### config.mk
export PLATFORM = sky130hd
export DESIGN_NAME = fb_rect_fill
export DESIGN_NICKNAME = d
export VERILOG_FILES = /design/src/rtl/fb_rect_fill.sv
export SDC_FILE = /design/constraint.sdc
export NUM_CORES = 1
export LEC_CHECK = 0
export CORE_MARGIN = 4
export CORE_UTILIZATION = 45
export CTS_CLUSTER_DIAMETER = 80
export DETAILED_ROUTE_END_ITERATION = 16
export PLACE_DENSITY = 0.67
export SYNTH_ARGS = -nofsm -noshare
export SYNTH_HDL_FRONTEND = slang
export SYNTH_SLANG_ARGS = --single-unit
### constraint.sdc
create_clock -name clk -period 6.4 [get_ports clk]
set_clock_uncertainty 0.05 [all_clocks]
set_input_delay 0.96 -clock clk [delete_from_list [all_inputs] [get_ports clk]]
set_output_delay 0.96 -clock clk [all_outputs]
set_load 0.05 [all_outputs]
### src/rtl/fb_rect_fill.sv
// Rectangle filler for the 640x480 frame buffer: one write per pixel at y*640+x, honouring mem_wready.
// Optional feature macro FB_CLIP_EN: clip rectangles to the frame instead of rejecting them with err.

module fb_rect_fill #(
    parameter int H_RES  = 640,
    parameter int V_RES  = 480,
    parameter int ADDR_W = 19,
    parameter int DATA_W = 16
) (
    input  logic              clk,
    input  logic              rstn,
    input  logic              cmd_valid_i,
    output logic              cmd_ready_o,
    input  logic [9:0]        cmd_x0_i,
    input  logic [9:0]        cmd_y0_i,
    input  logic [9:0]        cmd_w_i,
    input  logic [9:0]        cmd_h_i,
    input  logic [11:0]       cmd_color_i,
    output logic              busy_o,
    output logic              done_o,
    output logic              err_o,
    output logic              mem_we_o,
    output logic [ADDR_W-1:0] mem_addr_o,
    output logic [DATA_W-1:0] mem_wdata_o,
    input  logic              mem_wready_i
);

    typedef enum logic [2:0] {
        IDLE,
        SETUP,
        WRITE,
`ifndef FB_CLIP_EN
        ERR,
`endif
        DONE
    } state_t;

    localparam logic [10:0]       H_LIM      = 11'(H_RES);
    localparam logic [10:0]       V_LIM      = 11'(V_RES);
    localparam logic [ADDR_W-1:0] ROW_STRIDE = ADDR_W'(H_RES);

    state_t              state_q;
    logic [9:0]          x0_q, y0_q, w_q, h_q, x_q, y_q;
    logic [11:0]         color_q;
    logic [10:0]         xEnd_q, yEnd_q;
    logic [ADDR_W-1:0]   rowBase_q;
    logic                cmdReady_q, busy_q, done_q, memWe_q;
    logic [ADDR_W-1:0]   memAddr_q;
    logic [DATA_W-1:0]   memWdata_q;

    logic [10:0]         xSum, ySum, xEnd_d, yEnd_d, xNext, yNext;
    logic [ADDR_W-1:0]   y0Ext, x0Ext, rowBase_d;
    logic                empty_d, writeDone;

    // Sums are 11 bits so x0+w never wraps; row base uses 640 = 512 + 128 shift-add.
    always_comb begin
        xSum      = {1'b0, x0_q} + {1'b0, w_q};
        ySum      = {1'b0, y0_q} + {1'b0, h_q};
        y0Ext     = ADDR_W'(y0_q);
        x0Ext     = ADDR_W'(x0_q);
        rowBase_d = (y0Ext << 9) + (y0Ext << 7);
        xNext     = {1'b0, x_q} + 11'd1;
        yNext     = {1'b0, y_q} + 11'd1;
        writeDone = memWe_q && mem_wready_i;
`ifdef FB_CLIP_EN
        xEnd_d  = (xSum > H_LIM) ? H_LIM : xSum;
        yEnd_d  = (ySum > V_LIM) ? V_LIM : ySum;
        empty_d = ({1'b0, x0_q} >= H_LIM) || ({1'b0, y0_q} >= V_LIM)
                  || (w_q == 10'd0) || (h_q == 10'd0);
`else
        xEnd_d  = xSum;
        yEnd_d  = ySum;
        empty_d = (w_q == 10'd0) || (h_q == 10'd0);
`endif
    end

`ifndef FB_CLIP_EN
    logic err_q;
    logic reject_d;
    assign reject_d = (xSum > H_LIM) || (ySum > V_LIM);
    assign err_o    = err_q;
`else
    assign err_o    = 1'b0;
`endif

    always_ff @(posedge clk or negedge rstn) begin
        if (!rstn) begin
            state_q    <= IDLE;
            x0_q       <= '0;
            y0_q       <= '0;
            w_q        <= '0;
            h_q        <= '0;
            x_q        <= '0;
            y_q        <= '0;
            color_q    <= '0;
            xEnd_q     <= '0;
            yEnd_q     <= '0;
            rowBase_q  <= '0;
            cmdReady_q <= 1'b1;
            busy_q     <= 1'b0;
            done_q     <= 1'b0;
            memWe_q    <= 1'b0;
            memAddr_q  <= '0;
            memWdata_q <= '0;
`ifndef FB_CLIP_EN
            err_q      <= 1'b0;
`endif
        end else begin
            done_q <= 1'b0;
`ifndef FB_CLIP_EN
            err_q  <= 1'b0;
`endif
            case (state_q)
                IDLE: begin
                    if (cmd_valid_i) begin
                        x0_q       <= cmd_x0_i;
                        y0_q       <= cmd_y0_i;
                        w_q        <= cmd_w_i;
                        h_q        <= cmd_h_i;
                        color_q    <= cmd_color_i;
                        cmdReady_q <= 1'b0;
                        busy_q     <= 1'b1;
                        state_q    <= SETUP;
                    end
                end
                SETUP: begin
                    xEnd_q     <= xEnd_d;
                    yEnd_q     <= yEnd_d;
                    rowBase_q  <= rowBase_d;
                    x_q        <= x0_q;
                    y_q        <= y0_q;
                    memWdata_q <= DATA_W'(color_q);
`ifndef FB_CLIP_EN
                    if (reject_d) begin
                        err_q   <= 1'b1;
                        state_q <= ERR;
                    end else
`endif
                    if (empty_d) begin
                        done_q  <= 1'b1;
                        state_q <= DONE;
                    end else begin
                        memWe_q   <= 1'b1;
                        memAddr_q <= rowBase_d + x0Ext;
                        state_q   <= WRITE;
                    end
                end
                WRITE: begin
                    // Address and data only move on an accepted write, so stalls hold them stable.
                    if (writeDone) begin
                        if (xNext < xEnd_q) begin
                            x_q       <= xNext[9:0];
                            memAddr_q <= rowBase_q + ADDR_W'(xNext);
                        end else if (yNext < yEnd_q) begin
                            x_q       <= x0_q;
                            y_q       <= yNext[9:0];
                            rowBase_q <= rowBase_q + ROW_STRIDE;
                            memAddr_q <= rowBase_q + ROW_STRIDE + x0Ext;
                        end else begin
                            memWe_q <= 1'b0;
                            done_q  <= 1'b1;
                            state_q <= DONE;
                        end
                    end
                end
`ifndef FB_CLIP_EN
                ERR: begin
                    cmdReady_q <= 1'b1;
                    busy_q     <= 1'b0;
                    state_q    <= IDLE;
                end
`endif
                DONE: begin
                    cmdReady_q <= 1'b1;
                    busy_q     <= 1'b0;
                    state_q    <= IDLE;
                end
                default: state_q <= IDLE;
            endcase
        end
    end

    assign cmd_ready_o = cmdReady_q;
    assign busy_o      = busy_q;
    assign done_o      = done_q;
    assign mem_we_o    = memWe_q;
    assign mem_addr_o  = memAddr_q;
    assign mem_wdata_o = memWdata_q;

endmodule

==> After elaboration in Yosys (flattened, before gate mapping) <==
Index checks and enable logic that the tools add are counted.
{ "totals": {"output_inout_bits": 40, "wordCells": 102, "register_bits": 152} }
{ "classes": {"mux": 43, "addsub": 9, "n_eq_ne": 12, "reduce_logical": 16, "order_cmp": 4} }
{ "ops": {"columns": ["operator", "n"], "rows": [
  ["$mux W19", 8],
  ["$pmux W19 S2", 2],
  ["$mux W10", 6],
  ["$pmux W10 S2", 2],
  ["$add A19 B10 Y19", 2],
  ["$add A10 B1 Y11 const B", 2],
  ["$add A10 B10 Y11", 2],
  ["$lt A11 B11 Y1", 2],
  ["$logic_not A10 Y1", 2],
  ["$add A19 B10 Y19 const B", 1],
  ["$add A19 B11 Y19", 1],
  ["$add A19 B17 Y19", 1],
  ["$mux W3", 6],
  ["$mux W1", 14],
  ["$ne A2 B2 Y1 const B", 7],
  ["$gt A11 B10 Y1 const B", 1],
  ["$gt A11 B9 Y1 const B", 1],
  ["$pmux W3 S3", 1],
  ["$pmux W1 S2", 4],
  ["$reduce_and A4 Y1", 2],
  ["$eq A3 B2 Y1 const B", 2],
  ["$reduce_and A6 Y1", 1],
  ["$reduce_and A5 Y1", 1],
  ["$reduce_and A2 Y1", 2],
  ["9 further kinds", 11]
]} }

==> Depth between registers and ports, before layout <==
Gate-level depths: netlist of run 1.
{ "depth": {"depth_word": 6, "mapped_depth": 18} }

==> Worst setup path after synthesis of run 1 <==
Ideal clock, no wire load.
{ "synth_timing": {"kind": "register to register", "from": "register x_q[0]", "to": "register memAddr_q[10], in the netlist mem_addr_o[10]", "setup_ps": 125, "stages_incl_launch_ff": 17, "required_ps": 6225, "path_buffers": 3, "slack_ps": 2181, "t_arrival_ps": 4044, "path_cell_list": "dfrtp_1 ha_1 clkbuf_1 and3_1 and3_1 clkbuf_1 nand3_1 xnor2_1 ha_1 and2_1 o41ai_1 o21ai_1 a31oi_1 nand4_1 o21ai_4 buf_12 mux2_4"} }
{ "synth_between": {"elab_chain_len": 5} }
{ "synth_rtl": {"columns": ["item", "line", "text"], "rows": [
  ["start: declaration", "43", "logic [9:0] x0_q, y0_q, w_q, h_q, x_q, y_q;"],
  ["start signal: assignment", "130", "x_q <= x0_q;"],
  ["start signal: assignment", "152", "x_q <= xNext[9:0];"],
  ["start signal: assignment", "155", "x_q <= x0_q;"],
  ["$add A10 B1 Y11 *", "62", "xNext = {1'b0, x_q} + 11'd1;"],
  ["$add A19 B11 Y19 or $lt A11 B11 Y1 (tied branches)", "153, 151", null],
  ["$mux W19", "151", "if (xNext < xEnd_q) begin"],
  ["$mux W19", "150", "if (writeDone) begin"],
  ["$pmux W19 S2", "113", "case (state_q)"],
  ["end signal: assignment", "144", "memAddr_q <= rowBase_d + x0Ext;"],
  ["end signal: assignment", "153", "memAddr_q <= rowBase_q + ADDR_W'(xNext);"],
  ["end signal: assignment", "158", "memAddr_q <= rowBase_q + ROW_STRIDE + x0Ext;"],
  ["end: declaration", "48", "logic [ADDR_W-1:0] memAddr_q;"]
]} }
Mark *: on every way between the ends. The rest lies on a longest branch, timed or not. The select of a mux whose other input is x is not followed.
A chain may end at the register's enable or synchronous reset.

==> Final worst setup path of run 1 <==
{ "layout_timing": {"from": "register x_q[0]", "to": "register memAddr_q[7], in the netlist mem_addr_o[7]"} }
The elaborated chain is that of the path after synthesis.

==> flow_metrics.tcl, run 1 <==
set metrics [dict create \
    timing_worst_setup_path_type "flop to flop" \
    period_needed_ns 5.02 \
    postSynth.asyncResetShare 1.00 \
    final-max-slew-violation-count 0 \
    unrepaired_setup_endpoints_after_global_routing "false" \
    critical_path_at_ns 5.27 \
    synth_enable_flop_cells 0 \
    synthCells 1000 \
    grt_use_total 0.200 \
    dieArea_sq_mm 0.0234 \
    timing.setup.tns_ns 0 \
    synth-seq-area-share 0.384 \
    synth.yosys.warnings 0 \
    hold_violations 0 \
    max_clock_freq_mhz 199 \
    ys_ff_latch 145 \
    path_max_fanout 21 \
    route.detailed.vias_per_inst 5.58 \
    route.detailed.wl_per_inst_um 17.0 \
    critPathLaunchType "flop" \
    cts_resized 0 \
    clock_tree.root_cell "sky130_fd_sc_hd__clkbuf_16" \
    worst_slew_pin_slew_ns 1.09 \
    placement.io_buffers 91 \
    grt_pass1_vias 7445 \
    die_w_um 153 \
    maximum_number_of_pins_on_one_net_before_global_route_repair 96 \
    cts_num_sinks 145 \
    critical-path-top-cell-by-count "sky130_fd_sc_hd__and3_1" \
    floorplan.io_pins 96 \
    layout_worst_path_cycle_share 0.784 \
    global_route_wire_length_before_repair_um 38700 \
    clock_transition_at_the_registers_of_the_reported_paths_ns 0.07 \
    worst_path_largest_cell_delay_ns 0.69 \
    ctsLongestPathBuffers 2 \
    critical_path.slowest_cell "sky130_fd_sc_hd__o21ai_4" \
    site_row_count 52 \
    num-nets-final 1201 \
    critical_path.cell_chain "ha_1, and3_1, and3_1, xnor2_1, ha_1, and3_1, a221o_1, a31oi_1, o21ai_1, buf_4, a31oi_1, buf_4, nand4_1, o21ai_4, mux2_2" \
    worst_skew_pair.late_latency_ns 0.42 \
    outcome "complete, no violations" \
    most-common-layout-cells "144 x sky130_fd_sc_hd__dfrtp_1, 138 x sky130_fd_sc_hd__nand2_1, 90 x sky130_fd_sc_hd__clkdlybuf4s50_1" \
    worst_hold_path_type "flop to flop" \
    cp-end-kind "flop" \
    yosysUniqueCellTypes 73 \
    post_cts_hold_buffer_count 0 \
    synth_area_per_cell_sq_um 9.44 \
    drv.max_cap_violation_count 0 \
    layout.cells.most_common "sky130_fd_sc_hd__dfrtp_1" \
    gp_congestion 0.879 \
    htreeDepth 4 \
    cts_buf_count 17 \
    wire_length_reported_by_the_detailed_router_um 23200 \
    antenna_violations_before_repair 0 \
    overflow 0 \
    insertedDiodeCount 0 \
    initial_utilization 0.462 \
    num_vias 7595 \
    worst_ep_required_time_ns 6.66 \
    detailedRoute.firstPassIterationCount 5 \
    setup-violations-final 0 \
    post-route-drc-count 0 \
    areaGrowthSynthToFinish_pct 18.3 \
    drt.antenna.violating_nets 0 \
    synth_flop_cell "sky130_fd_sc_hd__dfrtp_1" \
    die_h_um 153 \
    drt-initial-drc-count 476 \
    detailed_place_hpwl_um 17000 \
    slew-limit-headroom 0.272 \
    layout-drive-gt1-share 0.127 \
    synthesis.area_sq_mm 0.00944 \
    placeable_core_region_sq_mm 0.0204 \
    cts_tree "yes" \
    post-cts-setup-buffers 0 \
]
## metrics by stage
step / cells / util / setup WS (ns) / area (sq um) / hold slack (ns)
6_report: 1362 / 0.547 / 1.38 / 11200 / 0.418
5_1_grt: 1362 / 0.547 / 0.930 / 11200 / 0.424
4_1_cts: 1362 / 0.547 / 1.38 / 11200 / 0.419
3_5_place_dp: 1330 / 0.519 / 1.41 / 10600 / 0.406
3_3_place_gp: 1330 / 0.519 / 1.59 / 10600 / 0.395
2_1_floorplan: 1004 / - / 2.18 / 9460 / 0.385
## flip-flops by register name, summed over array words and instances, names as in the netlist
register     count
busy_o           1
cmd_ready_o      1
color_q         12
done_o           1
err_o            1
h_q             10
mem_addr_o      19
mem_wdata_o     12
mem_we_o         1
rowBase_q       12
state_q          3
w_q             10
x0_q            10
xEnd_q          11
x_q             10
y0_q            10
yEnd_q          11
y_q             10
## worst max-delay path, delay by kind of cell, from the launching register on
family / cells / cell delay (ns)
buffers and inverters: 2 / 0.50
and+or+nand+nor: 4 / 1.03
AOI/OAI and AO/OA: 5 / 1.51
adders and majority gates: 2 / 0.69
muxes: 1 / 0.40
xor gates and xnor gates: 1 / 0.23
DFF: 1 / 0.48
## path summary, 6_finish.rpt
| check | cells past startpoint | start | slack [ns] | to |
|---|---|---|---|---|
| max in group asynchronous | 2 | rstn | 4.58 | err_o |
| hold reg to reg | 2 | color_q[7] | 0.42 | mem_wdata_o[7] |
| hold / removal | 2 | color_q[7] | 0.42 | mem_wdata_o[7] |
| setup / recovery | 15 | x_q[0] | 1.38 | mem_addr_o[7] |
| min in group asynchronous | 1 | rstn | 0.54 | rowBase_q[13] |
| setup reg to reg | 15 | x_q[0] | 1.38 | mem_addr_o[7] |
## cell usage after synthesis (4+ instances only)
cell type,count,area (sq um)
sky130_fd_sc_hd__a21o_1,19,143
sky130_fd_sc_hd__a31oi_1,8,50.1
sky130_fd_sc_hd__o211ai_1,6,45.0
sky130_fd_sc_hd__inv_1,45,169
sky130_fd_sc_hd__o21bai_1,5,37.5
sky130_fd_sc_hd__o31ai_1,5,37.5
sky130_fd_sc_hd__nand4_1,4,25.0
sky130_fd_sc_hd__nand2b_1,9,56.3
sky130_fd_sc_hd__a21oi_1,48,240
sky130_fd_sc_hd__nand3_1,30,150
sky130_fd_sc_hd__o22ai_1,7,43.8
sky130_fd_sc_hd__ha_1,62,776
sky130_fd_sc_hd__or4_1,4,30.0
sky130_fd_sc_hd__o21ai_0,79,395
sky130_fd_sc_hd__nand2_1,138,518
sky130_fd_sc_hd__a221oi_1,4,35.0
sky130_fd_sc_hd__buf_4,4,30.0
sky130_fd_sc_hd__o21a_1,8,60.1
sky130_fd_sc_hd__mux2_4,10,150
sky130_fd_sc_hd__fa_1,4,80.1
sky130_fd_sc_hd__nor3_1,10,50.1
sky130_fd_sc_hd__and4_1,4,35.0
sky130_fd_sc_hd__mux2_2,61,687
sky130_fd_sc_hd__xnor2_1,44,385
sky130_fd_sc_hd__and3_1,15,93.8
sky130_fd_sc_hd__nor4_1,8,50.1
sky130_fd_sc_hd__a22o_1,4,35.0
sky130_fd_sc_hd__a31o_2,6,52.6
sky130_fd_sc_hd__xor2_1,29,254
sky130_fd_sc_hd__nor3b_1,5,37.5
sky130_fd_sc_hd__mux2i_1,15,150
sky130_fd_sc_hd__or2_2,4,25.0
sky130_fd_sc_hd__clkbuf_1,41,154
sky130_fd_sc_hd__o2111ai_1,4,35.0
sky130_fd_sc_hd__and2_1,8,50.1
sky130_fd_sc_hd__nor2b_1,4,25.0
sky130_fd_sc_hd__nor2_1,45,169
sky130_fd_sc_hd__dfrtp_1,144,3600
## final cells by class
type                            instances  area, sq um
Fill cell                            1888         9260
Multi-Input combinational cell        768         5470
Sequential cell                       145         3630
Timing Repair Buffer                  102          995
Clock buffer                           17          425
Tap cell                              270          338
Inverter                               45          169
Clock inverter                         15          148
## cell families after synthesis
group / Yosys count / synth area share
multiplexers: 86 / 0.105
other: 1 / 0.000397
buffers and inverters: 91 / 0.0395
AND/OR/NAND/NOR: 299 / 0.149
adder cells (fa/ha/maj): 66 / 0.0906
AO/OA/AOI/OAI: 239 / 0.164
XOR/XNOR: 73 / 0.0677
flip-flops: 145 / 0.384
## per-layer routing
metal / track usage / vias to the layer above / wire length (um)
li1: - / 3725 / -
met2: 0.313 / 178 / 10400
met4: 0.0556 / 0 / 374
met3: 0.0385 / 26 / 1100
met1: 0.287 / 3666 / 11300
met5: 0 / - / 0
Power of run 1 is not shown: default switching activity piles up to over one toggle a cycle in this logic, so the estimate is an artifact.
==> run 2, diff against run 1 <==
==> constraint.sdc (replaced) <==
create_clock -name clk -period 4.7 [get_ports clk]
set_clock_uncertainty 0.05 [all_clocks]
set_input_delay 0.705 -clock clk [delete_from_list [all_inputs] [get_ports clk]]
set_output_delay 0.705 -clock clk [all_outputs]
set_load 0.05 [all_outputs]
==> run 2 against run 1 <==
Against the previous run: via count grew 0.50%; register-to-register slack lost 1.0 ns; utilization grew 0.15 points; count of clock-buffer cells in the layout grew 1; die area is the same; worst hold slack lost 0.15 ns; sequential share of layout area shrank 0.091 points; critical endpoint is now mem_addr_o[4].
==> flow_metrics.tcl, run 2 (same netlist as run 1, synthesis figures left out) <==
set metrics [dict create \
    outcome "complete, no violations" \
    met2_wirelength_um 10500 \
    layout.cells.most_common "sky130_fd_sc_hd__dfrtp_1" \
    drt-initial-drc-count 516 \
    overflow 0 \
    site_row_count 52 \
    cts_resized 0 \
    timing.reg2reg.setup_slack_ns 0.37 \
    areaGrowthSynthToFinish_pct 18.7 \
    topRoutingLayerUsed "met4" \
    timing_worst_setup_path_type "flop to flop" \
    dr_wl_met3_um 1220 \
    route.detailed.vias_per_inst 5.58 \
    filler_cell_count 1875 \
    unrepaired_setup_endpoints_after_global_routing "false" \
    htreeDepth 4 \
    die_h_um 153 \
    timing.setup.tns_ns 0 \
    detailed_place_hpwl_um 17200 \
    drt.antenna.violating_nets 0 \
    num-nets-final 1207 \
    crit_buf_inv 2 \
    path_max_fanout 20 \
    die_w_um 153 \
    slew-limit-headroom 0.423 \
    largest_reg_flops 19 \
    clock_tree.root_cell "sky130_fd_sc_hd__clkbuf_16" \
    floorplan.io_pins 96 \
    ctsLongestPathBuffers 2 \
    drv.max_cap_violation_count 0 \
    grt_pass1_vias 7537 \
    setup-violations-final 0 \
    hold_violations 0 \
    critical_path.cell_chain "ha_1, and3_1, and3_1, nand3_1, xnor2_1, ha_1, and2_1, o41ai_1, o21ai_1, a31oi_1, buf_4, nand2_1, o21ai_4, buf_4, mux2_2" \
    global_route_wire_length_before_repair_um 39000 \
    num_vias 7633 \
    critical_path.slowest_cell "sky130_fd_sc_hd__dfrtp_1" \
    critical_path.reg2reg.startpoint "x_q[0]" \
    worst_ep_required_time_ns 4.96 \
    antenna_violations_before_repair 0 \
    wire_length_reported_by_the_detailed_router_um 23100 \
    placement.io_buffers 91 \
    critical_path_at_ns 4.59 \
    layout-drive-gt1-share 0.132 \
    layout_worst_path_cycle_share 0.922 \
    grt_use_total 0.203 \
    post-route-drc-count 0 \
    worst_path_largest_cell_delay_ns 0.49 \
    final.hold.worst_slack_ns 0.263 \
    reg2regPathDepth 15 \
    post_cts_hold_buffer_count 0 \
    cts_tree "yes" \
    clock_transition_at_the_registers_of_the_reported_paths_ns 0.06 \
    worst_hold_path_type "input port to asynchronous set/reset pin" \
    detailedRoute.firstPassIterationCount 5 \
    post-cts-setup-buffers 0 \
    critPathLaunchType "flop" \
    wl_met1_um 10900 \
    cp_top_family "simple AND/OR/NAND/NOR gates" \
    final-max-slew-violation-count 0 \
    maximum_number_of_pins_on_one_net_before_global_route_repair 92 \
    gp_congestion 0.874 \
    most-common-layout-cells "144 x sky130_fd_sc_hd__dfrtp_1, 138 x sky130_fd_sc_hd__nand2_1, 90 x sky130_fd_sc_hd__clkdlybuf4s50_1" \
    worst_skew_pair.late_latency_ns 0.43 \
    route.detailed.wl_per_inst_um 16.9 \
    cp-end-kind "flop" \
    dieArea_sq_mm 0.0234 \
    worst_slew_pin_slew_ns 0.865 \
    initial_utilization 0.462 \
    cts_num_sinks 145 \
    period_needed_ns 4.33 \
    reg_to_reg_end "mem_addr_o[4]" \
    placeable_core_region_sq_mm 0.0204 \
    insertedDiodeCount 0 \
    cts_buf_count 17 \
    max_clock_freq_mhz 231 \
]
-- run 2: changes by cell type in the layout (fill, tap and decap cells not counted) --
cell	change
sky130_fd_sc_hd__bufinv_16	-1
sky130_fd_sc_hd__buf_4	+6
sky130_fd_sc_hd__clkbuf_8	+1
sky130_fd_sc_hd__clkinv_2	-1
sky130_fd_sc_hd__inv_6	+1
sky130_fd_sc_hd__clkinv_4	-1
sky130_fd_sc_hd__clkinvlp_4	+1
-- run 2: through the flow --
stage,instances,setup WS [ns],utilization,instance area [sq um]
2_1_floorplan,1004,0.481,-,9460
5_1_grt,1368,0.0409,0.548,11200
4_1_cts,1368,0.396,0.548,11200
3_3_place_gp,1336,0.575,0.521,10600
3_5_place_dp,1336,0.436,0.521,10600
6_report,1368,0.367,0.548,11200
-- run 2: how the worst max path moves through the flow --
stage | startpoint | end | slack (ns) | cells past startpoint
2_1_floorplan | x_q[0] | mem_addr_o[10] | 0.48 | 16
3_3_place_gp | x_q[0] | mem_addr_o[7] | 0.58 | 15
3_5_place_dp | x_q[0] | mem_addr_o[6] | 0.44 | 15
4_1_cts | x_q[0] | mem_addr_o[6] | 0.40 | 15
5_1_grt | x_q[0] | mem_addr_o[2] | 0.04 | 15
6_report | x_q[0] | mem_addr_o[4] | 0.37 | 15
-- run 2: layout make-up --
type,instances,area (sq um),area share
repair buffers,108,1040,0.0928
multi-input cells,768,5470,0.488
inverters,45,169,0.0151
well taps,270,338,0.0302
flip-flops and latches,145,3630,0.324
clock buffers,18,439,0.0392
clock inverters,14,120,0.0107
-- run 2: worst reg2reg max path, delay by kind of cell, from the launching register on --
family                   cells  cell delay (ns)
AND/OR/NAND/NOR              5             1.04
multiplexers                 1             0.38
AO/OA/AOI/OAI                4             0.93
XOR/XNOR                     1             0.25
buffers and inverters        2             0.60
adder cells (fa/ha/maj)      2             0.50
flip-flops                   1             0.49
-- run 2: routing by layer --
layer | track usage | vias to the layer above
li1 | - | 3747
met1 | 0.281 | 3654
met2 | 0.317 | 196
met3 | 0.0469 | 36
met4 | 0.0675 | 0
met5 | 0 | -
Power of run 2 is left out for the same reason.
==> run 3, diff against run 2 <==
--- a/config.mk
+++ b/config.mk
@@ -5,11 +5,12 @@
 export SDC_FILE = /design/constraint.sdc
 export NUM_CORES = 1
 export LEC_CHECK = 0
+export ABC_AREA = 1
 export CORE_MARGIN = 4
 export CORE_UTILIZATION = 45
 export CTS_CLUSTER_DIAMETER = 80
 export DETAILED_ROUTE_END_ITERATION = 16
-export PLACE_DENSITY = 0.67
+export PLACE_DENSITY = 0.66
 export SYNTH_ARGS = -nofsm -noshare
 export SYNTH_HDL_FRONTEND = slang
 export SYNTH_SLANG_ARGS = --single-unit
==> run 3 against run 2 <==
Against the previous run: routed wire length up 7.1%; worst hold slack better by 0.017 ns; sequential share of layout area down 0.35 points; highest routed layer unchanged; critical path depth up 2; largest cell class unchanged; via count up 15%; synthesized cell count up 34%; non-clock buffer count down 12; design area up 1.1%; fmax up 8.3%; first-iteration DRC count down 3.5%; flip-flop and latch count unchanged.
==> flow_metrics.tcl, run 3 <==
set metrics [dict create \
    timing.setup.tns_ns 0 \
    final_std_cells_w_o_fill 1710 \
    cts_buf_count 17 \
    layout_worst_path_cycle_share 0.851 \
    critical_path_at_ns 4.22 \
    critPathLaunchType "flop" \
    setup-violations-final 0 \
    clock_transition_at_the_registers_of_the_reported_paths_ns 0.07 \
    synth_enable_flop_cells 0 \
    cts_tree "yes" \
    reg_to_reg_end "rowBase_q[17]" \
    yosysUniqueCellTypes 51 \
    placement.io_buffers 91 \
    synth.yosys.warnings 0 \
    die_w_um 154 \
    synthesis.area_sq_mm 0.00963 \
    layout.cells.most_common "sky130_fd_sc_hd__nand2_1" \
    reg2regPathDepth 17 \
    grt_use_total 0.209 \
    dieArea_sq_mm 0.0238 \
    detailed_place.area_sq_mm 0.0108 \
    synth_flop_cell "sky130_fd_sc_hd__dfrtp_1" \
    hold_violations 0 \
    synth_top_area_cell "sky130_fd_sc_hd__dfrtp_1" \
    layout-drive-gt1-share 0.0585 \
    num-nets-final 1544 \
    final-max-slew-violation-count 0 \
    ys_ff_latch 145 \
    drt.antenna.violating_nets 0 \
    cts_resized 0 \
    synth_area_per_cell_sq_um 7.18 \
    worst_skew_pair.late_latency_ns 0.43 \
    filler_cell_count 2012 \
    die_h_um 154 \
    synth_most_common_cell "sky130_fd_sc_hd__nand2_1" \
    worst_ep_required_time_ns 4.92 \
    clock_tree.root_cell "sky130_fd_sc_hd__clkbuf_16" \
    outcome "complete, no violations" \
    postSynth.asyncResetShare 1.00 \
    insertedDiodeCount 0 \
    detailedRoute.firstPassIterationCount 5 \
    ys_top_cells_by_count "511 x sky130_fd_sc_hd__nand2_1, 144 x sky130_fd_sc_hd__dfrtp_1, 139 x sky130_fd_sc_hd__inv_1, 90 x sky130_fd_sc_hd__nand3_1" \
    unrepaired_setup_endpoints_after_global_routing "false" \
    netlist_top_cells_area "sky130_fd_sc_hd__dfrtp_1 37%, sky130_fd_sc_hd__nand2_1 20%, sky130_fd_sc_hd__ha_1 8.1%" \
    antenna_violations_before_repair 0 \
    max_clock_freq_mhz 250 \
    post_cts_hold_buffer_count 0 \
    grt_pass1_vias 8273 \
    floorplan.io_pins 96 \
    num_vias 8773 \
    timing.reg2reg.setup_slack_ns 0.70 \
    synth-seq-area-share 0.377 \
    most-common-layout-cells "511 x sky130_fd_sc_hd__nand2_1, 144 x sky130_fd_sc_hd__dfrtp_1, 139 x sky130_fd_sc_hd__inv_1" \
    ctsLongestPathBuffers 2 \
    worst_hold_path_type "input port to asynchronous set/reset pin" \
    synthCells 1341 \
    placeable_core_region_sq_mm 0.0210 \
    critical_path.reg2reg.startpoint "x_q[0]" \
    largest_reg_flops 19 \
    slew-limit-headroom 0.294 \
    drt-initial-drc-count 498 \
    drv.max_cap_violation_count 0 \
    areaGrowthSynthToFinish_pct 17.6 \
    cts_num_sinks 145 \
    cp-end-kind "flop" \
    fin_area_sq_mm 0.0113 \
    htreeDepth 4 \
    route.detailed.wl_per_inst_um 14.5 \
    post-route-drc-count 0 \
    site_row_count 53 \
    dpl.cell_count 1678 \
    post-cts-setup-buffers 0 \
    period_needed_ns 4.00 \
    wire_length_reported_by_the_detailed_router_um 24800 \
    overflow 0 \
    area.sequential_sq_mm 0.00363 \
    route.detailed.vias_per_inst 5.13 \
    initial_utilization 0.458 \
    global_route_wire_length_before_repair_um 40700 \
    worst_slew_pin_slew_ns 1.06 \
    detailed_place_hpwl_um 18500 \
    gp_congestion 0.940 \
    share_of_the_synthesized_area_in_the_top_cell_type 0.374 \
    maximum_number_of_pins_on_one_net_before_global_route_repair 87 \
    path_max_fanout 43 \
    multiInputGateArea_sq_mm 0.00528 \
    final_core_utilization 0.539 \
    timing_worst_setup_path_type "flop to flop" \
]
run 3: area by class of cell:
| class | instances | area share |
|---|---|---|
| clock buffer | 17 | 0.0376 |
| clock inverter | 15 | 0.0123 |
| tap | 275 | 0.0304 |
| multi-input combinational | 1013 | 0.466 |
| timing repair buffer | 96 | 0.0838 |
| inverter | 149 | 0.0494 |
| sequential | 145 | 0.320 |
run 3: worst max-delay path: stages, from the launching register on:
cell and delay (ns):
sky130_fd_sc_hd__dfrtp_1 0.48, sky130_fd_sc_hd__ha_1 0.29, sky130_fd_sc_hd__nand2_1 0.08, sky130_fd_sc_hd__nor2_1 0.19, sky130_fd_sc_hd__nand3_1 0.17, sky130_fd_sc_hd__nor4_1 0.44
sky130_fd_sc_hd__ha_1 0.35, sky130_fd_sc_hd__a21oi_1 0.15, sky130_fd_sc_hd__o21a_1 0.18, sky130_fd_sc_hd__nand3_4 0.17, sky130_fd_sc_hd__nor2_8 0.29, sky130_fd_sc_hd__inv_2 0.18
sky130_fd_sc_hd__nand2_1 0.13, sky130_fd_sc_hd__inv_1 0.05, sky130_fd_sc_hd__nand2_1 0.09, sky130_fd_sc_hd__inv_2 0.25, sky130_fd_sc_hd__o211ai_1 0.19, sky130_fd_sc_hd__o21ai_0 0.11
run 3: worst max-delay path by stage:
stage,from,endpoint,slack [ns],cells after the start
2_1_floorplan,x_q[0],mem_addr_o[16],1.55,20
3_3_place_gp,x_q[0],y_q[4],0.95,20
4_1_cts,x_q[0],rowBase_q[17],0.71,17
6_report,x_q[0],rowBase_q[17],0.70,17
5_1_grt,x_q[0],y_q[9],0.31,18
3_5_place_dp,x_q[0],rowBase_q[17],0.76,17
run 3: kinds of logic (layout without fill, tap and decap cells):
logic type	count (synthesis)	count (layout)	share of synthesized area
simple gates	734	734	0.322
buf+inv	187	277	0.0768
compound gates	176	176	0.105
flops	145	145	0.377
fa+ha+maj	66	66	0.0888
xor+xnor	32	32	0.0299
other cells	1	5	0.000389
run 3: per-stage QoR:
| step | setup WS [ns] | hold slack (ns) |
|---|---|---|
| final | 0.700 | 0.280 |
| after global routing | 0.312 | 0.362 |
| after CTS | 0.712 | 0.328 |
| after detailed placement | 0.756 | 0.412 |
| after global placement | 0.947 | 0.405 |
| after floorplan | 1.55 | 0.359 |
run 3: metal layers:
| metal | GRT usage | vias to the layer above | routed length (um) |
|---|---|---|---|
| li1 | - | 4487 | - |
| met1 | 0.286 | 4002 | 11600 |
| met2 | 0.333 | 242 | 11100 |
| met3 | 0.0456 | 42 | 1410 |
| met4 | 0.0669 | 0 | 668 |
| met5 | 0 | - | 0 |
Power of run 3 is left out for the same reason.
==> patch 1 (flow settings as in run 3) <==
Put one more register stage on the output `err_o`, without a reset. The value now appears one clock later. The other outputs are not delayed to match.
--- a/src/rtl/fb_rect_fill.sv
+++ b/src/rtl/fb_rect_fill.sv
@@ -79,5 +79,7 @@
     logic reject_d;
     assign reject_d = (xSum > H_LIM) || (ySum > V_LIM);
-    assign err_o    = err_q;
+    always_ff @(posedge clk) begin
+        err_o <= err_q;
+    end
 `else
     assign err_o    = 1'b0;
Function: changed (Yosys sat finds a counterexample within 4 cycles, from zero or initial values and one cycle with rstn low).
==> patch 1 against run 3 <==
- setup slack improved by 0.013 ns
- cell area is 0.80% higher
- area after synthesis increased by 0.21%
- hold slack got worse by 0.026 ns
- sequential cell count is 1 higher
- routed wire length increased by 1.4%
- critical path type unchanged
- largest cell class unchanged
Power is left out: the tool's default activity adds up to more than one toggle a clock period on the data nets, which glitch-free logic cannot reach.
==> patch 1: results (changes against run 3) <==
outcome:
  status: "finished clean"
cts:
  clock-root-buffer: "clkbuf_16"
  cts_buffer_depth: 2  # unchanged
  path_clk_slew_ns: 0.06
  postCtsResizedCells: 0  # unchanged
  cts.repair_timing.setup_buffer_count: 0  # unchanged
  cts_buf_count: 17  # unchanged
placed_design:
  placer_congestion_estimate: 0.908  # -3.4%
  place.detailed.hpwl_mm: 18.6  # +0.71%
  port-buffer-count: 91  # unchanged
  post-place-cells: 1679  # +0.060%
worst_setup_path:
  rr_endpoint: "y_q[9]$_DFFE_PN0P_"
  slowest_delay_ns: 0.52  # +0.04 ns
  reg2regPathDepth: 20  # +3
  r2r_slack_ns: 0.71
  timing.critical_path.fanout_max: 43  # unchanged
  timing.critical_path.max_delay_family: "simple AND/OR/NAND/NOR gates"
  cp_data_arrival_time_ns: 4.29  # +0.07 ns
  crit_slowest_cell: "inv_2"
synthesis:
  synthCells: 1342  # +0.075%
  synth.lib_cells_used.distinct: 52  # +2.0%
  synth_top_flop_cell: "dfrtp_1"
  main_area_contributors_after_synthesis: "dfrtp_1, nand2_1, ha_1"
  synth_common_cells: "nand2_1, dfrtp_1, inv_1"
  asr_flop_ratio_synth: 0.993  # -0.00685
  yosys_warnings: 0  # unchanged
  synth_sequential_area_ratio: 0.378  # +0.00129
grt:
  grt_pass1_wl_mm: 42.0  # +3.0%
  groute.layer.met3.usage: 0.0403  # -0.00532
  gr-usage-all-layers: 0.217  # +0.00715
  maximum_number_of_pins_on_one_net_before_global_route_repair: 83  # -4.6%
  grtUsageMet2: 0.344  # +0.0112
  grtUsageMet1: 0.305  # +0.0181
  grt_pass1_vias: 8222  # -0.62%
  grt_antenna_before_repair: 0  # unchanged
final_layout:
  finish.net_count: 1545  # +0.065%
  largest_register_ffs: 19  # unchanged
  final_layout_size_suffix_gt1_frac: 0.0585  # about the same
  antenna_cells_inserted: 0  # unchanged
route:
  route.vias.total: 8690  # -0.95%
  met1Wirelength_mm: 11.8  # +2.0%
  drt_pre_antenna_iters: 7  # +2
  met3_length_mm: 1.46  # +3.5%
  routed_wire_length_per_instance_um: 14.7  # +1.4%
  wl_mm: 25.1  # +1.4%
  highest-signal-layer: "met4"
  drtIter0Drc: 620  # +24%
  dr_wl_met2_mm: 11.4  # +3.2%
timing:
  tightest_slew_ns: 1.04  # -0.0165 ns
hold_path:
  worstHoldPathType: "input pin to async pin"
## patch 1: cells by family after synthesis
| kind of cell | synth area share |
|---|---|
| buffers and inverters | 0.0766 |
| and+or+nand+nor | 0.321 |
| AOI/OAI and AO/OA | 0.105 |
| DFF | 0.378 |
| adders and majority gates | 0.0886 |
| other | 0.000388 |
| xor gates and xnor gates | 0.0298 |
## patch 1: layout make-up
| class | count | area, um^2 |
|---|---|---|
| clock buffer | 17 | 425 |
| multi-input combinational | 1013 | 5280 |
| clock inverter | 15 | 209 |
| tap | 275 | 344 |
| sequential | 146 | 3650 |
| inverter | 149 | 559 |
| fill | 2083 | 9670 |
| timing repair buffer | 96 | 950 |
## patch 1: stage by stage
stage,cell area [um^2],hold WS (ns),setup slack [ns]
after global routing,11400,0.304,0.266
after floorplan,9670,0.274,1.55
after CTS,11400,0.294,0.752
after detailed placement,10800,0.279,0.769
final,11400,0.254,0.713
after global placement,10800,0.275,0.959
==> patch 2 (config.mk and constraints of run 3) <==
Without the edit above. Change the parameter `DATA_W` from 16 to 24.
--- a/src/rtl/fb_rect_fill.sv
+++ b/src/rtl/fb_rect_fill.sv
@@ -6,5 +6,5 @@
     parameter int V_RES  = 480,
     parameter int ADDR_W = 19,
-    parameter int DATA_W = 16
+    parameter int DATA_W = 24
 ) (
     input  logic              clk,
Ports: changed (resized mem_wdata_o); port bits go from 96 to 104. No check against the original RTL was run, so the function may have changed too.
==> patch 2 against run 3 <==
- critical path type unchanged
- non-clock buffer count increased by 1
- fmax increased by 0.96%
- setup slack improved by 0.038 ns
- count of clock-buffer cells in the layout unchanged
- highest routed layer unchanged
- first-iteration DRC count decreased by 8.2%
- cell area increased by 0.86%
- sequential cell count unchanged
- area after synthesis increased by 0.62%
- routed wire length increased by 0.75%
Power is left out: the tool's default activity adds up to more than one toggle a clock period on the data nets, which glitch-free logic cannot reach.
==> patch 2: results (changes against run 3) <==
synthesis:
  main_area_contributors_after_synthesis: "dfrtp_1, nand2_1, ha_1"
  synth_common_cells: "nand2_1, dfrtp_1, inv_1"
  synth_sequential_area_ratio: 0.374  # -0.00233
placed_design:
  place.detailed.hpwl_mm: 18.8  # +1.4%
  dpl-instance-area_um2: 10800  # +0.35%
  placer_congestion_estimate: 0.955  # +1.6%
cts:
  worst_skew_pair.late_latency_ns: 0.43  # about the same
  cts_buffer_depth: 2  # unchanged
route:
  wl_mm: 24.9  # +0.75%
  drt_pre_antenna_iters: 5  # unchanged
  route.vias.total: 8761  # -0.14%
  drtIter0Drc: 457  # -8.2%
grt:
  grt_pass1_vias: 8419  # +1.8%
  grt_antenna_before_repair: 0  # unchanged
  maximum_number_of_pins_on_one_net_before_global_route_repair: 75  # -14%
  grt_pass1_wl_mm: 41.6  # +2.2%
  gr-usage-all-layers: 0.213  # +0.00386
worst_setup_path:
  crit_slowest_cell: "inv_2"
  slowest_delay_ns: 0.49
  cp_data_arrival_time_ns: 4.26  # +0.04 ns
outcome:
  status: "finished clean"
final_layout:
  largest_register_ffs: 19  # unchanged
  finish.net_count: 1553  # +0.58%
  filler_cell_count: 2087  # +3.7%
  final_layout_size_suffix_gt1_frac: 0.0589  # +0.000328
timing:
  slew_headroom: 0.282  # -0.0121
  final.min_clock_period_ns: 3.96  # -0.0381 ns
==> patch 2: cell count changes in the layout (fill, tap and decap cells not counted) <==
cell / delta
buf_4: +1
conb_1: +8
bufinv_16: +3
clkinv_8: -1
clkinv_2: -1
clkinv_4: +1
inv_6: -2
==> patch 2: final timing paths <==
| path | end | slack [ns] | start | depth (start not counted) |
|---|---|---|---|---|
| max | rowBase_q[13]$_DFFE_PN0P_ | 0.74 | x_q[0]$_DFFE_PN0P_ | 20 |
| min | y0_q[8]$_DFFE_PN0P_ | 0.22 | rstn | 1 |
| max reg2reg | rowBase_q[13]$_DFFE_PN0P_ | 0.74 | x_q[0]$_DFFE_PN0P_ | 20 |
| min reg2reg | mem_wdata_o[5]$_DFFE_PN0P_ | 0.43 | color_q[5]$_DFFE_PN0P_ | 2 |
| max in group asynchronous | cmd_ready_o$_DFFE_PN1P_ | 3.40 | rstn | 2 |
| min in group clk | mem_wdata_o[5]$_DFFE_PN0P_ | 0.43 | color_q[5]$_DFFE_PN0P_ | 2 |
==> patch 2: layer usage <==
| layer | global-route usage | share of wire |
|---|---|---|
| met2 | 0.337 | 0.45 |
| met3 | 0.0434 | 0.046 |
| met5 | 0 | 0 |
| met4 | 0.0652 | 0.023 |
| met1 | 0.297 | 0.48 |
==> patch 2: area by class of cell <==
cell class	instances	area [um^2]	share of cell area
multi-input combinational	1021	5310	0.465
sequential	145	3630	0.318
timing repair buffer	97	957	0.0838
inverter	149	559	0.0490
clock buffer	17	425	0.0372
tap	275	344	0.0301
clock inverter	15	199	0.0174
==> patch 2: cell families (layout without fill, tap and decap cells) <==
family / after synthesis / in the layout / synth area share
adders and majority gates: 66 / 66 / 0.0883
DFF: 145 / 145 / 0.374
and+or+nand+nor: 734 / 734 / 0.320
buffers and inverters: 195 / 278 / 0.0825
AOI/OAI and AO/OA: 176 / 176 / 0.105
other: 1 / 13 / 0.000387
xor gates and xnor gates: 32 / 32 / 0.0297
==> patch 2: worst reg2reg max path: cells and delay by family (launching register included) <==
family / cells / cell delay, ns
compound gates: 2 / 0.31
xor+xnor: 1 / 0.20
fa+ha+maj: 2 / 0.58
buf+inv: 4 / 0.87
flops: 1 / 0.48
simple gates: 11 / 1.39
==> patch 2: metrics by stage <==
step / worst slack (ns) / utilization / instances
2_1_floorplan: 1.55 / - / 1361
3_3_place_gp: 0.950 / 0.512 / 1687
3_5_place_dp: 0.803 / 0.512 / 1687
4_1_cts: 0.777 / 0.542 / 1719
5_1_grt: 0.258 / 0.542 / 1719
6_report: 0.738 / 0.542 / 1719
